$ cat src/rtl/miriscv_rvfi_retire_buffer_if.sv
// Retirement packet bus into the RVFI retire buffer and the NRET-wide RVFI trace bus out of it.
interface miriscv_rvfi_retire_buffer_if #(
  parameter int XLEN = 32,
  parameter int NRET = 2
);
  logic                 w_valid_i;
  logic                 w_ready_o;
  logic [31:0]          w_insn_i;
  logic [XLEN-1:0]      w_pc_rdata_i;
  logic [XLEN-1:0]      w_pc_wdata_i;
  logic                 w_wb_we_i;
  logic [4:0]           w_rd_addr_i;
  logic [XLEN-1:0]      w_rd_wdata_i;
  logic                 w_mem_req_i;
  logic                 w_mem_we_i;
  logic [2:0]           w_mem_size_i;
  logic [XLEN-1:0]      w_mem_addr_i;
  logic [XLEN-1:0]      w_mem_rdata_i;
  logic [XLEN-1:0]      w_mem_wdata_i;
  logic                 w_trap_i;
  logic                 w_intr_i;

  logic [NRET-1:0]      rvfi_valid_o;
  logic [64*NRET-1:0]   rvfi_order_o;
  logic [32*NRET-1:0]   rvfi_insn_o;
  logic [32*NRET-1:0]   rvfi_pc_rdata_o;
  logic [32*NRET-1:0]   rvfi_pc_wdata_o;
  logic [5*NRET-1:0]    rvfi_rd_addr_o;
  logic [32*NRET-1:0]   rvfi_rd_wdata_o;
  logic [32*NRET-1:0]   rvfi_mem_addr_o;
  logic [4*NRET-1:0]    rvfi_mem_rmask_o;
  logic [4*NRET-1:0]    rvfi_mem_wmask_o;
  logic [32*NRET-1:0]   rvfi_mem_rdata_o;
  logic [32*NRET-1:0]   rvfi_mem_wdata_o;
  logic [NRET-1:0]      rvfi_trap_o;
  logic [NRET-1:0]      rvfi_intr_o;

  // Buffer side: consumes retirement packets, produces the RVFI channels.
  modport slave (
    input  w_valid_i, w_insn_i, w_pc_rdata_i, w_pc_wdata_i, w_wb_we_i, w_rd_addr_i,
           w_rd_wdata_i, w_mem_req_i, w_mem_we_i, w_mem_size_i, w_mem_addr_i,
           w_mem_rdata_i, w_mem_wdata_i, w_trap_i, w_intr_i,
    output w_ready_o, rvfi_valid_o, rvfi_order_o, rvfi_insn_o, rvfi_pc_rdata_o,
           rvfi_pc_wdata_o, rvfi_rd_addr_o, rvfi_rd_wdata_o, rvfi_mem_addr_o,
           rvfi_mem_rmask_o, rvfi_mem_wmask_o, rvfi_mem_rdata_o, rvfi_mem_wdata_o,
           rvfi_trap_o, rvfi_intr_o
  );

  modport master (
    output w_valid_i, w_insn_i, w_pc_rdata_i, w_pc_wdata_i, w_wb_we_i, w_rd_addr_i,
           w_rd_wdata_i, w_mem_req_i, w_mem_we_i, w_mem_size_i, w_mem_addr_i,
           w_mem_rdata_i, w_mem_wdata_i, w_trap_i, w_intr_i,
    input  w_ready_o, rvfi_valid_o, rvfi_order_o, rvfi_insn_o, rvfi_pc_rdata_o,
           rvfi_pc_wdata_o, rvfi_rd_addr_o, rvfi_rd_wdata_o, rvfi_mem_addr_o,
           rvfi_mem_rmask_o, rvfi_mem_wmask_o, rvfi_mem_rdata_o, rvfi_mem_wdata_o,
           rvfi_trap_o, rvfi_intr_o
  );
endinterface

$ cat src/rtl/miriscv_rvfi_retire_buffer.sv
// Buffers one normalised retirement packet per cycle in a DEPTH-entry FIFO and
// drains up to NRET packets per cycle onto registered RVFI channels with a 64-bit order.
module miriscv_rvfi_retire_buffer #(
  parameter int XLEN  = 32,
  parameter int DEPTH = 4,
  parameter int NRET  = 2
) (
  input  logic                       clk_i,
  input  logic                       arst_i,
  input  logic                       drain_en_i,
  input  logic                       flush_i,
  output logic [$clog2(DEPTH):0]     fifo_count_o,
  miriscv_rvfi_retire_buffer_if.slave rvfi_if
);

  localparam int PW = $clog2(DEPTH);
  localparam int CW = PW + 1;

  typedef struct packed {
    logic [31:0]     insn;
    logic [XLEN-1:0] pc_rdata;
    logic [XLEN-1:0] pc_wdata;
    logic [4:0]      rd_addr;
    logic [XLEN-1:0] rd_wdata;
    logic [XLEN-1:0] mem_addr;
    logic [XLEN-1:0] mem_rdata;
    logic [XLEN-1:0] mem_wdata;
    logic [3:0]      rmask;
    logic [3:0]      wmask;
    logic            trap;
    logic            intr;
  } pkt_t;

  pkt_t          mem_q [DEPTH];
  logic [PW-1:0] wr_ptr_q, rd_ptr_q;
  logic [CW-1:0] count_q, count_d;
  logic [63:0]   order_q;

  logic [NRET-1:0] valid_q;
  pkt_t            out_q       [NRET];
  logic [63:0]     out_order_q [NRET];

  logic          push;
  logic [CW-1:0] n_pop;
  logic [3:0]    base_mask;
  pkt_t          push_pkt;

  // Readiness depends on current occupancy only; a same-edge pop never frees a slot.
  assign rvfi_if.w_ready_o = (count_q < CW'(DEPTH));
  assign push              = rvfi_if.w_valid_i && rvfi_if.w_ready_o && !flush_i;
  assign fifo_count_o      = count_q;

  always_comb begin
    n_pop = '0;
    if (drain_en_i && !flush_i)
      n_pop = (count_q > CW'(NRET)) ? CW'(NRET) : count_q;
  end

  assign count_d = count_q + CW'(push) - n_pop;

  // NOTE: every signal gets a default before the case, so no latch is inferred.
  always_comb begin
    base_mask = 4'b0000;
    unique casez (rvfi_if.w_mem_size_i)
      3'b?00:  base_mask = 4'b0001 << rvfi_if.w_mem_addr_i[1:0];
      3'b?01:  base_mask = 4'b0011 << {rvfi_if.w_mem_addr_i[1], 1'b0};
      3'b?10:  base_mask = 4'b1111;
      default: base_mask = 4'b0000;
    endcase

    push_pkt           = '0;
    push_pkt.insn      = rvfi_if.w_insn_i;
    push_pkt.pc_rdata  = rvfi_if.w_pc_rdata_i;
    push_pkt.pc_wdata  = rvfi_if.w_pc_wdata_i;
    push_pkt.rd_addr   = rvfi_if.w_wb_we_i ? rvfi_if.w_rd_addr_i : 5'd0;
    push_pkt.rd_wdata  = (push_pkt.rd_addr == 5'd0) ? '0 : rvfi_if.w_rd_wdata_i;
    push_pkt.mem_addr  = rvfi_if.w_mem_addr_i;
    push_pkt.mem_rdata = rvfi_if.w_mem_rdata_i;
    push_pkt.mem_wdata = rvfi_if.w_mem_wdata_i;
    push_pkt.trap      = rvfi_if.w_trap_i;
    push_pkt.intr      = rvfi_if.w_intr_i;
    if (rvfi_if.w_mem_req_i && !rvfi_if.w_trap_i) begin
      push_pkt.rmask = rvfi_if.w_mem_we_i ? 4'b0000 : base_mask;
      push_pkt.wmask = rvfi_if.w_mem_we_i ? base_mask : 4'b0000;
    end
  end

  // NOTE: storage is not reset; occupancy is tracked by count_q, so stale entries are never read.
  always_ff @(posedge clk_i) begin
    if (push) mem_q[wr_ptr_q] <= push_pkt;
  end

  always_ff @(posedge clk_i or posedge arst_i) begin
    if (arst_i) begin
      wr_ptr_q <= '0;
      rd_ptr_q <= '0;
      count_q  <= '0;
      order_q  <= '0;
      valid_q  <= '0;
      for (int k = 0; k < NRET; k++) begin
        out_q[k]       <= '0;
        out_order_q[k] <= '0;
      end
    end else if (flush_i) begin
      wr_ptr_q <= '0;
      rd_ptr_q <= '0;
      count_q  <= '0;
      valid_q  <= '0;
    end else begin
      if (push) wr_ptr_q <= wr_ptr_q + PW'(1);
      rd_ptr_q <= rd_ptr_q + PW'(n_pop);
      count_q  <= count_d;
      order_q  <= order_q + 64'(n_pop);
      // Unused channels drop valid but keep their last payload.
      for (int k = 0; k < NRET; k++) begin
        if (CW'(k) < n_pop) begin
          valid_q[k]     <= 1'b1;
          out_q[k]       <= mem_q[rd_ptr_q + PW'(k)];
          out_order_q[k] <= order_q + 64'(k);
        end else begin
          valid_q[k]     <= 1'b0;
        end
      end
    end
  end

  always_comb begin
    rvfi_if.rvfi_valid_o     = valid_q;
    rvfi_if.rvfi_order_o     = '0;
    rvfi_if.rvfi_insn_o      = '0;
    rvfi_if.rvfi_pc_rdata_o  = '0;
    rvfi_if.rvfi_pc_wdata_o  = '0;
    rvfi_if.rvfi_rd_addr_o   = '0;
    rvfi_if.rvfi_rd_wdata_o  = '0;
    rvfi_if.rvfi_mem_addr_o  = '0;
    rvfi_if.rvfi_mem_rmask_o = '0;
    rvfi_if.rvfi_mem_wmask_o = '0;
    rvfi_if.rvfi_mem_rdata_o = '0;
    rvfi_if.rvfi_mem_wdata_o = '0;
    rvfi_if.rvfi_trap_o      = '0;
    rvfi_if.rvfi_intr_o      = '0;
    for (int k = 0; k < NRET; k++) begin
      rvfi_if.rvfi_order_o[k*64 +: 64]    = out_order_q[k];
      rvfi_if.rvfi_insn_o[k*32 +: 32]     = out_q[k].insn;
      rvfi_if.rvfi_pc_rdata_o[k*32 +: 32] = out_q[k].pc_rdata;
      rvfi_if.rvfi_pc_wdata_o[k*32 +: 32] = out_q[k].pc_wdata;
      rvfi_if.rvfi_rd_addr_o[k*5 +: 5]    = out_q[k].rd_addr;
      rvfi_if.rvfi_rd_wdata_o[k*32 +: 32] = out_q[k].rd_wdata;
      rvfi_if.rvfi_mem_addr_o[k*32 +: 32] = out_q[k].mem_addr;
      rvfi_if.rvfi_mem_rmask_o[k*4 +: 4]  = out_q[k].rmask;
      rvfi_if.rvfi_mem_wmask_o[k*4 +: 4]  = out_q[k].wmask;
      rvfi_if.rvfi_mem_rdata_o[k*32 +: 32] = out_q[k].mem_rdata;
      rvfi_if.rvfi_mem_wdata_o[k*32 +: 32] = out_q[k].mem_wdata;
      rvfi_if.rvfi_trap_o[k]              = out_q[k].trap;
      rvfi_if.rvfi_intr_o[k]              = out_q[k].intr;
    end
  end

endmodule

$ cat src/flat_wrapper.sv
// flat-port wrapper written by rule: the top's interface ports become plain ports
module miriscv_rvfi_retire_buffer_flat 
#(
  parameter int XLEN  = 32,
  parameter int DEPTH = 4,
  parameter int NRET  = 2
)
  (clk_i, arst_i, drain_en_i, flush_i, fifo_count_o, rvfi_if_w_valid_i, rvfi_if_w_insn_i, rvfi_if_w_pc_rdata_i, rvfi_if_w_pc_wdata_i, rvfi_if_w_wb_we_i, rvfi_if_w_rd_addr_i, rvfi_if_w_rd_wdata_i, rvfi_if_w_mem_req_i, rvfi_if_w_mem_we_i, rvfi_if_w_mem_size_i, rvfi_if_w_mem_addr_i, rvfi_if_w_mem_rdata_i, rvfi_if_w_mem_wdata_i, rvfi_if_w_trap_i, rvfi_if_w_intr_i, rvfi_if_w_ready_o, rvfi_if_rvfi_valid_o, rvfi_if_rvfi_order_o, rvfi_if_rvfi_insn_o, rvfi_if_rvfi_pc_rdata_o, rvfi_if_rvfi_pc_wdata_o, rvfi_if_rvfi_rd_addr_o, rvfi_if_rvfi_rd_wdata_o, rvfi_if_rvfi_mem_addr_o, rvfi_if_rvfi_mem_rmask_o, rvfi_if_rvfi_mem_wmask_o, rvfi_if_rvfi_mem_rdata_o, rvfi_if_rvfi_mem_wdata_o, rvfi_if_rvfi_trap_o, rvfi_if_rvfi_intr_o);
  miriscv_rvfi_retire_buffer_if #(.XLEN(XLEN), .NRET(NRET)) rvfi_if_i ();
  input  logic clk_i;
  input  logic arst_i;
  input  logic drain_en_i;
  input  logic flush_i;
  output logic [$clog2(DEPTH):0] fifo_count_o;
  input wire logic [$bits(rvfi_if_i.w_valid_i)-1:0] rvfi_if_w_valid_i;
  input wire logic [$bits(rvfi_if_i.w_insn_i)-1:0] rvfi_if_w_insn_i;
  input wire logic [$bits(rvfi_if_i.w_pc_rdata_i)-1:0] rvfi_if_w_pc_rdata_i;
  input wire logic [$bits(rvfi_if_i.w_pc_wdata_i)-1:0] rvfi_if_w_pc_wdata_i;
  input wire logic [$bits(rvfi_if_i.w_wb_we_i)-1:0] rvfi_if_w_wb_we_i;
  input wire logic [$bits(rvfi_if_i.w_rd_addr_i)-1:0] rvfi_if_w_rd_addr_i;
  input wire logic [$bits(rvfi_if_i.w_rd_wdata_i)-1:0] rvfi_if_w_rd_wdata_i;
  input wire logic [$bits(rvfi_if_i.w_mem_req_i)-1:0] rvfi_if_w_mem_req_i;
  input wire logic [$bits(rvfi_if_i.w_mem_we_i)-1:0] rvfi_if_w_mem_we_i;
  input wire logic [$bits(rvfi_if_i.w_mem_size_i)-1:0] rvfi_if_w_mem_size_i;
  input wire logic [$bits(rvfi_if_i.w_mem_addr_i)-1:0] rvfi_if_w_mem_addr_i;
  input wire logic [$bits(rvfi_if_i.w_mem_rdata_i)-1:0] rvfi_if_w_mem_rdata_i;
  input wire logic [$bits(rvfi_if_i.w_mem_wdata_i)-1:0] rvfi_if_w_mem_wdata_i;
  input wire logic [$bits(rvfi_if_i.w_trap_i)-1:0] rvfi_if_w_trap_i;
  input wire logic [$bits(rvfi_if_i.w_intr_i)-1:0] rvfi_if_w_intr_i;
  output wire logic [$bits(rvfi_if_i.w_ready_o)-1:0] rvfi_if_w_ready_o;
  output wire logic [$bits(rvfi_if_i.rvfi_valid_o)-1:0] rvfi_if_rvfi_valid_o;
  output wire logic [$bits(rvfi_if_i.rvfi_order_o)-1:0] rvfi_if_rvfi_order_o;
  output wire logic [$bits(rvfi_if_i.rvfi_insn_o)-1:0] rvfi_if_rvfi_insn_o;
  output wire logic [$bits(rvfi_if_i.rvfi_pc_rdata_o)-1:0] rvfi_if_rvfi_pc_rdata_o;
  output wire logic [$bits(rvfi_if_i.rvfi_pc_wdata_o)-1:0] rvfi_if_rvfi_pc_wdata_o;
  output wire logic [$bits(rvfi_if_i.rvfi_rd_addr_o)-1:0] rvfi_if_rvfi_rd_addr_o;
  output wire logic [$bits(rvfi_if_i.rvfi_rd_wdata_o)-1:0] rvfi_if_rvfi_rd_wdata_o;
  output wire logic [$bits(rvfi_if_i.rvfi_mem_addr_o)-1:0] rvfi_if_rvfi_mem_addr_o;
  output wire logic [$bits(rvfi_if_i.rvfi_mem_rmask_o)-1:0] rvfi_if_rvfi_mem_rmask_o;
  output wire logic [$bits(rvfi_if_i.rvfi_mem_wmask_o)-1:0] rvfi_if_rvfi_mem_wmask_o;
  output wire logic [$bits(rvfi_if_i.rvfi_mem_rdata_o)-1:0] rvfi_if_rvfi_mem_rdata_o;
  output wire logic [$bits(rvfi_if_i.rvfi_mem_wdata_o)-1:0] rvfi_if_rvfi_mem_wdata_o;
  output wire logic [$bits(rvfi_if_i.rvfi_trap_o)-1:0] rvfi_if_rvfi_trap_o;
  output wire logic [$bits(rvfi_if_i.rvfi_intr_o)-1:0] rvfi_if_rvfi_intr_o;
  assign rvfi_if_i.w_valid_i = rvfi_if_w_valid_i;
  assign rvfi_if_i.w_insn_i = rvfi_if_w_insn_i;
  assign rvfi_if_i.w_pc_rdata_i = rvfi_if_w_pc_rdata_i;
  assign rvfi_if_i.w_pc_wdata_i = rvfi_if_w_pc_wdata_i;
  assign rvfi_if_i.w_wb_we_i = rvfi_if_w_wb_we_i;
  assign rvfi_if_i.w_rd_addr_i = rvfi_if_w_rd_addr_i;
  assign rvfi_if_i.w_rd_wdata_i = rvfi_if_w_rd_wdata_i;
  assign rvfi_if_i.w_mem_req_i = rvfi_if_w_mem_req_i;
  assign rvfi_if_i.w_mem_we_i = rvfi_if_w_mem_we_i;
  assign rvfi_if_i.w_mem_size_i = rvfi_if_w_mem_size_i;
  assign rvfi_if_i.w_mem_addr_i = rvfi_if_w_mem_addr_i;
  assign rvfi_if_i.w_mem_rdata_i = rvfi_if_w_mem_rdata_i;
  assign rvfi_if_i.w_mem_wdata_i = rvfi_if_w_mem_wdata_i;
  assign rvfi_if_i.w_trap_i = rvfi_if_w_trap_i;
  assign rvfi_if_i.w_intr_i = rvfi_if_w_intr_i;
  assign rvfi_if_w_ready_o = rvfi_if_i.w_ready_o;
  assign rvfi_if_rvfi_valid_o = rvfi_if_i.rvfi_valid_o;
  assign rvfi_if_rvfi_order_o = rvfi_if_i.rvfi_order_o;
  assign rvfi_if_rvfi_insn_o = rvfi_if_i.rvfi_insn_o;
  assign rvfi_if_rvfi_pc_rdata_o = rvfi_if_i.rvfi_pc_rdata_o;
  assign rvfi_if_rvfi_pc_wdata_o = rvfi_if_i.rvfi_pc_wdata_o;
  assign rvfi_if_rvfi_rd_addr_o = rvfi_if_i.rvfi_rd_addr_o;
  assign rvfi_if_rvfi_rd_wdata_o = rvfi_if_i.rvfi_rd_wdata_o;
  assign rvfi_if_rvfi_mem_addr_o = rvfi_if_i.rvfi_mem_addr_o;
  assign rvfi_if_rvfi_mem_rmask_o = rvfi_if_i.rvfi_mem_rmask_o;
  assign rvfi_if_rvfi_mem_wmask_o = rvfi_if_i.rvfi_mem_wmask_o;
  assign rvfi_if_rvfi_mem_rdata_o = rvfi_if_i.rvfi_mem_rdata_o;
  assign rvfi_if_rvfi_mem_wdata_o = rvfi_if_i.rvfi_mem_wdata_o;
  assign rvfi_if_rvfi_trap_o = rvfi_if_i.rvfi_trap_o;
  assign rvfi_if_rvfi_intr_o = rvfi_if_i.rvfi_intr_o;
  miriscv_rvfi_retire_buffer #(.XLEN(XLEN), .DEPTH(DEPTH), .NRET(NRET)) u_core (.clk_i(clk_i), .arst_i(arst_i), .drain_en_i(drain_en_i), .flush_i(flush_i), .fifo_count_o(fifo_count_o), .rvfi_if(rvfi_if_i));
endmodule
$ cat config.mk
export PLATFORM = sky130hd
export DESIGN_NAME = miriscv_rvfi_retire_buffer_flat
export DESIGN_NICKNAME = d
export VERILOG_FILES = /design/src/rtl/miriscv_rvfi_retire_buffer_if.sv /design/src/rtl/miriscv_rvfi_retire_buffer.sv /design/src/flat_wrapper.sv
export SDC_FILE = /design/constraint.sdc
export NUM_CORES = 2
export LEC_CHECK = 0
export BUFFER_PORTS_ARGS = -buffer_cell sky130_fd_sc_hd__buf_4
export CAP_MARGIN = 15
export CORE_ASPECT_RATIO = 1.25
export CORE_MARGIN = 5
export CORE_UTILIZATION = 31
export DETAILED_ROUTE_END_ITERATION = 6
export GPL_TIMING_DRIVEN = 0
export MAX_ROUTING_LAYER = met4
export SLEW_MARGIN = 20
export SYNTH_ARGS = -nofsm -noshare
export SYNTH_HDL_FRONTEND = slang
export SYNTH_SLANG_ARGS = --single-unit
$ cat constraint.sdc
create_clock -name clk_i -period 27.9 [get_ports clk_i]
set_clock_uncertainty 0.05 [all_clocks]
set_input_delay 8.37 -clock clk_i [delete_from_list [all_inputs] [get_ports clk_i]]
set_output_delay 8.37 -clock clk_i [all_outputs]
set_load 0.02 [all_outputs]
==> metrics <==
core area 218,000 um^2; Initial Util 31.1%; Final min period 12.02 ns; max_cap viols 0; Final Max Slew Viols 0; Clk pwr share 30.0%; area of placed instances 79,000 um^2; Synth Net Count 5,704; CTS tree built; CTS root buf clkbuf_16; die area 228,000 um^2; met2 routed WL 123,000 um; leakage 33.4 nW; initial antenna violation count 49; setup slack after layout 15.88 ns; vias in the first global route 48,900; Synth top area share 42.3%; Finished Layout Cells 9,600; hpwl dp 180,000 um; most instantiated cells after synthesis nand2_1 (998), edfxtp_1 (956), o21ai_0 (777), dfrtp_1 (679), mux2i_1 (484); clk sink count 1,635; synth warn 0; crit path kind input pin to flop; Core Rows 192; clk_lat worst skew 0.85 ns; unique cell type count in the Yosys netlist 55; post-synthesis async set-or-reset flop share 41.5%; Comb pwr share 29.1%; routed len/inst 25.7 um; status completed; Chip Width 429 um; Critical Path Max Stage Delay 0.63 ns; Seq cells post-synth 1,635; synthesized area per cell 12.5 um^2; CP Max Fanout 11; Final Hold Fails 0; clock-pin slew on the worst setup and hold paths 0.06 ns; Setup Fix Bufs, Post-CTS 0; die height 533 um; Critical Path End Type flop; Final setup viols 0; vias 47,600; crit path DAT 12.70 ns; drt via density 4.96; internal power 5.22 mW; Slowest cell on crit path nand4_1; hold crit path type flop to flop; dpl cells 9,251; sequential share of power 40.9%; Synth area leaders edfxtp_1 (42%), dfrtp_1 (25%), mux2i_1 (7.1%); pwr dens 93.7 nW/um^2; FF-to-FF setup slack 22.76 ns; Hold Buf Count CTS 0; layout cells sized above 1 23.8%; Area Overhead vs Synth 25.1%; post-CTS sizing 0; Post-synth top flop edfxtp_1; first-pass GRT wire length 352,000 um; Tot GR Track Use 21.4%; TritonCTS Buffers 174; RSZ-0062 raised after global routing no; startpoint type of the worst setup path input pin; Final ANT Viol Nets 0; Top Layer Used met4; Nets 6,772; clock buffer depth 4; Post-Syn Area 67,900 um^2; Ports 854; Peak VDD IR 0.0662 mV; Initial DRC Count 3,201; cell taking the most area after synthesis edfxtp_1; setup TNS 0 ns; Worst-Margin Slew 1.20 ns; worst-path cell chain buf_4 > nor2b_1 > nand2_1 > buf_2 > buf_2 > clkbuf_1 > inv_1 > ha_1 > a21oi_1 > nor4b_4 > nand4_1 > nor3_1 > xor2_1; residual DRC count 0; DRT Pass-1 Iters 7; Fmax 0.0832 GHz; M1 WL 98,700 um; largest net degree at the start of global routing 104; pre-CTS setup slack 14.94 ns; GP Congestion 0.885; hold slack 0.423 ns; switching share of power 34.3%; sequential area share after synthesis 67.3%; WL met3 15,900 um; Post-synth EDFFs 956; Syn Inst Count 5,449; Remaining Overflow, GRT 0; Final Cell Area 84,900 um^2; post-layout utilization of the core 38.9%; sw power 2.73 mW; Total Wirelength 247,000 um; Period Utilization, post-route 43.1%; CP most frequent cell buf_2; IO Port Bufs 852; relative slew slack 19.2%; most numerous cell in the Yosys netlist nand2_1; data required time of the worst path 28.58 ns; Power, Total 7.96 mW; H-tree depth 4; fillcell total 21,100
## power by group through the flow
stage	combinational (mW)	clock, mW	sequential, mW
floorplan	0.776	0	3.65
global placement	2.30	0	3.33
detailed placement	2.35	0	3.30
CTS	2.36	2.44	3.25
global route	2.49	2.54	3.29
finish	2.32	2.39	3.25
## routing by layer
layer | GRT usage [%] | vias to the layer above
met5 | - | -
met3 | 4.43 | 381
met4 | 7.21 | 0
li1 | - | 21500
met2 | 36.5 | 1574
met1 | 25.5 | 24200
## logic make-up (layout without fill, tap and decap cells)
group | after synthesis | after routing | share of synthesized area, %
compound gates | 1045 | 1045 | 7.77
xor+xnor | 114 | 114 | 1.47
fa+ha+maj | 13 | 13 | 0.262
buf+inv | 387 | 1592 | 2.42
flops | 1635 | 1635 | 67.3
mux | 726 | 726 | 11.2
other cells | 0 | 36 | 0
simple gates | 1529 | 1529 | 9.60
## final timing paths
path | from | end | depth (start not counted)
setup / recovery | drain_en_i | u_core.order_q[35] | 13
hold / removal | u_core.rvfi_if.rvfi_order_o[9] | u_core.rvfi_if.rvfi_order_o[9] | 2
setup reg to reg | u_core.fifo_count_o[2] | u_core.order_q[35] | 13
hold reg to reg | u_core.rvfi_if.rvfi_order_o[9] | u_core.rvfi_if.rvfi_order_o[9] | 2
max in group asynchronous | arst_i | u_core.rvfi_if.rvfi_mem_wdata_o[3] | 6
min in group asynchronous | arst_i | u_core.rvfi_if.rvfi_rd_wdata_o[50] | 2
## layout make-up
class                   count  area, um^2  area share, %
repair buffers            892        7390           8.71
plain buffers             367        1590           1.88
multi-input cells        3427       20600           24.2
diodes                     36        90.1          0.106
well taps                2910        3640           4.29
clock buffers             238        4890           5.76
clock inverters            75         950           1.12
flip-flops and latches   1635       45700           53.8
inverters                  20        82.6         0.0973
## flip-flops by register name, summed over array words and instances (netlist names)
| register | flops |
|---|---|
| u_core.mem_q | 956 |
| u_core.rvfi_if.rvfi_order_o | 128 |
| u_core.order_q | 64 |
| u_core.rvfi_if.rvfi_insn_o | 64 |
| u_core.rvfi_if.rvfi_mem_addr_o | 64 |
| u_core.rvfi_if.rvfi_mem_rdata_o | 64 |
| u_core.rvfi_if.rvfi_mem_wdata_o | 64 |
| u_core.rvfi_if.rvfi_pc_rdata_o | 64 |
| u_core.rvfi_if.rvfi_pc_wdata_o | 64 |
| u_core.rvfi_if.rvfi_rd_wdata_o | 64 |
| u_core.rvfi_if.rvfi_rd_addr_o | 10 |
| u_core.rvfi_if.rvfi_mem_rmask_o | 8 |
| u_core.rvfi_if.rvfi_mem_wmask_o | 8 |
| u_core.fifo_count_o | 3 |
| u_core.rd_ptr_q | 2 |
| u_core.rvfi_if.rvfi_intr_o | 2 |
| u_core.rvfi_if.rvfi_trap_o | 2 |
| u_core.rvfi_if.rvfi_valid_o | 2 |
| u_core.wr_ptr_q | 2 |
## critical path, delay by kind of cell
family	cells	cell delay [ns]
buf+inv	5	1.78
fa+ha+maj	1	0.31
xor+xnor	1	0.18
compound gates	1	0.11
simple gates	5	1.89
## layout by cell type, fill, tap and decap left out, types with 239 or more instances in the layout
master,count
dfrtp_1,679
mux2_2,242
nor2_1,308
mux2i_1,484
edfxtp_1,956
nand2_1,998
a21oi_1,248
buf_4,862
clkbuf_1,239
o21ai_0,777
Note: power is estimated with default switching activity, not from simulation.
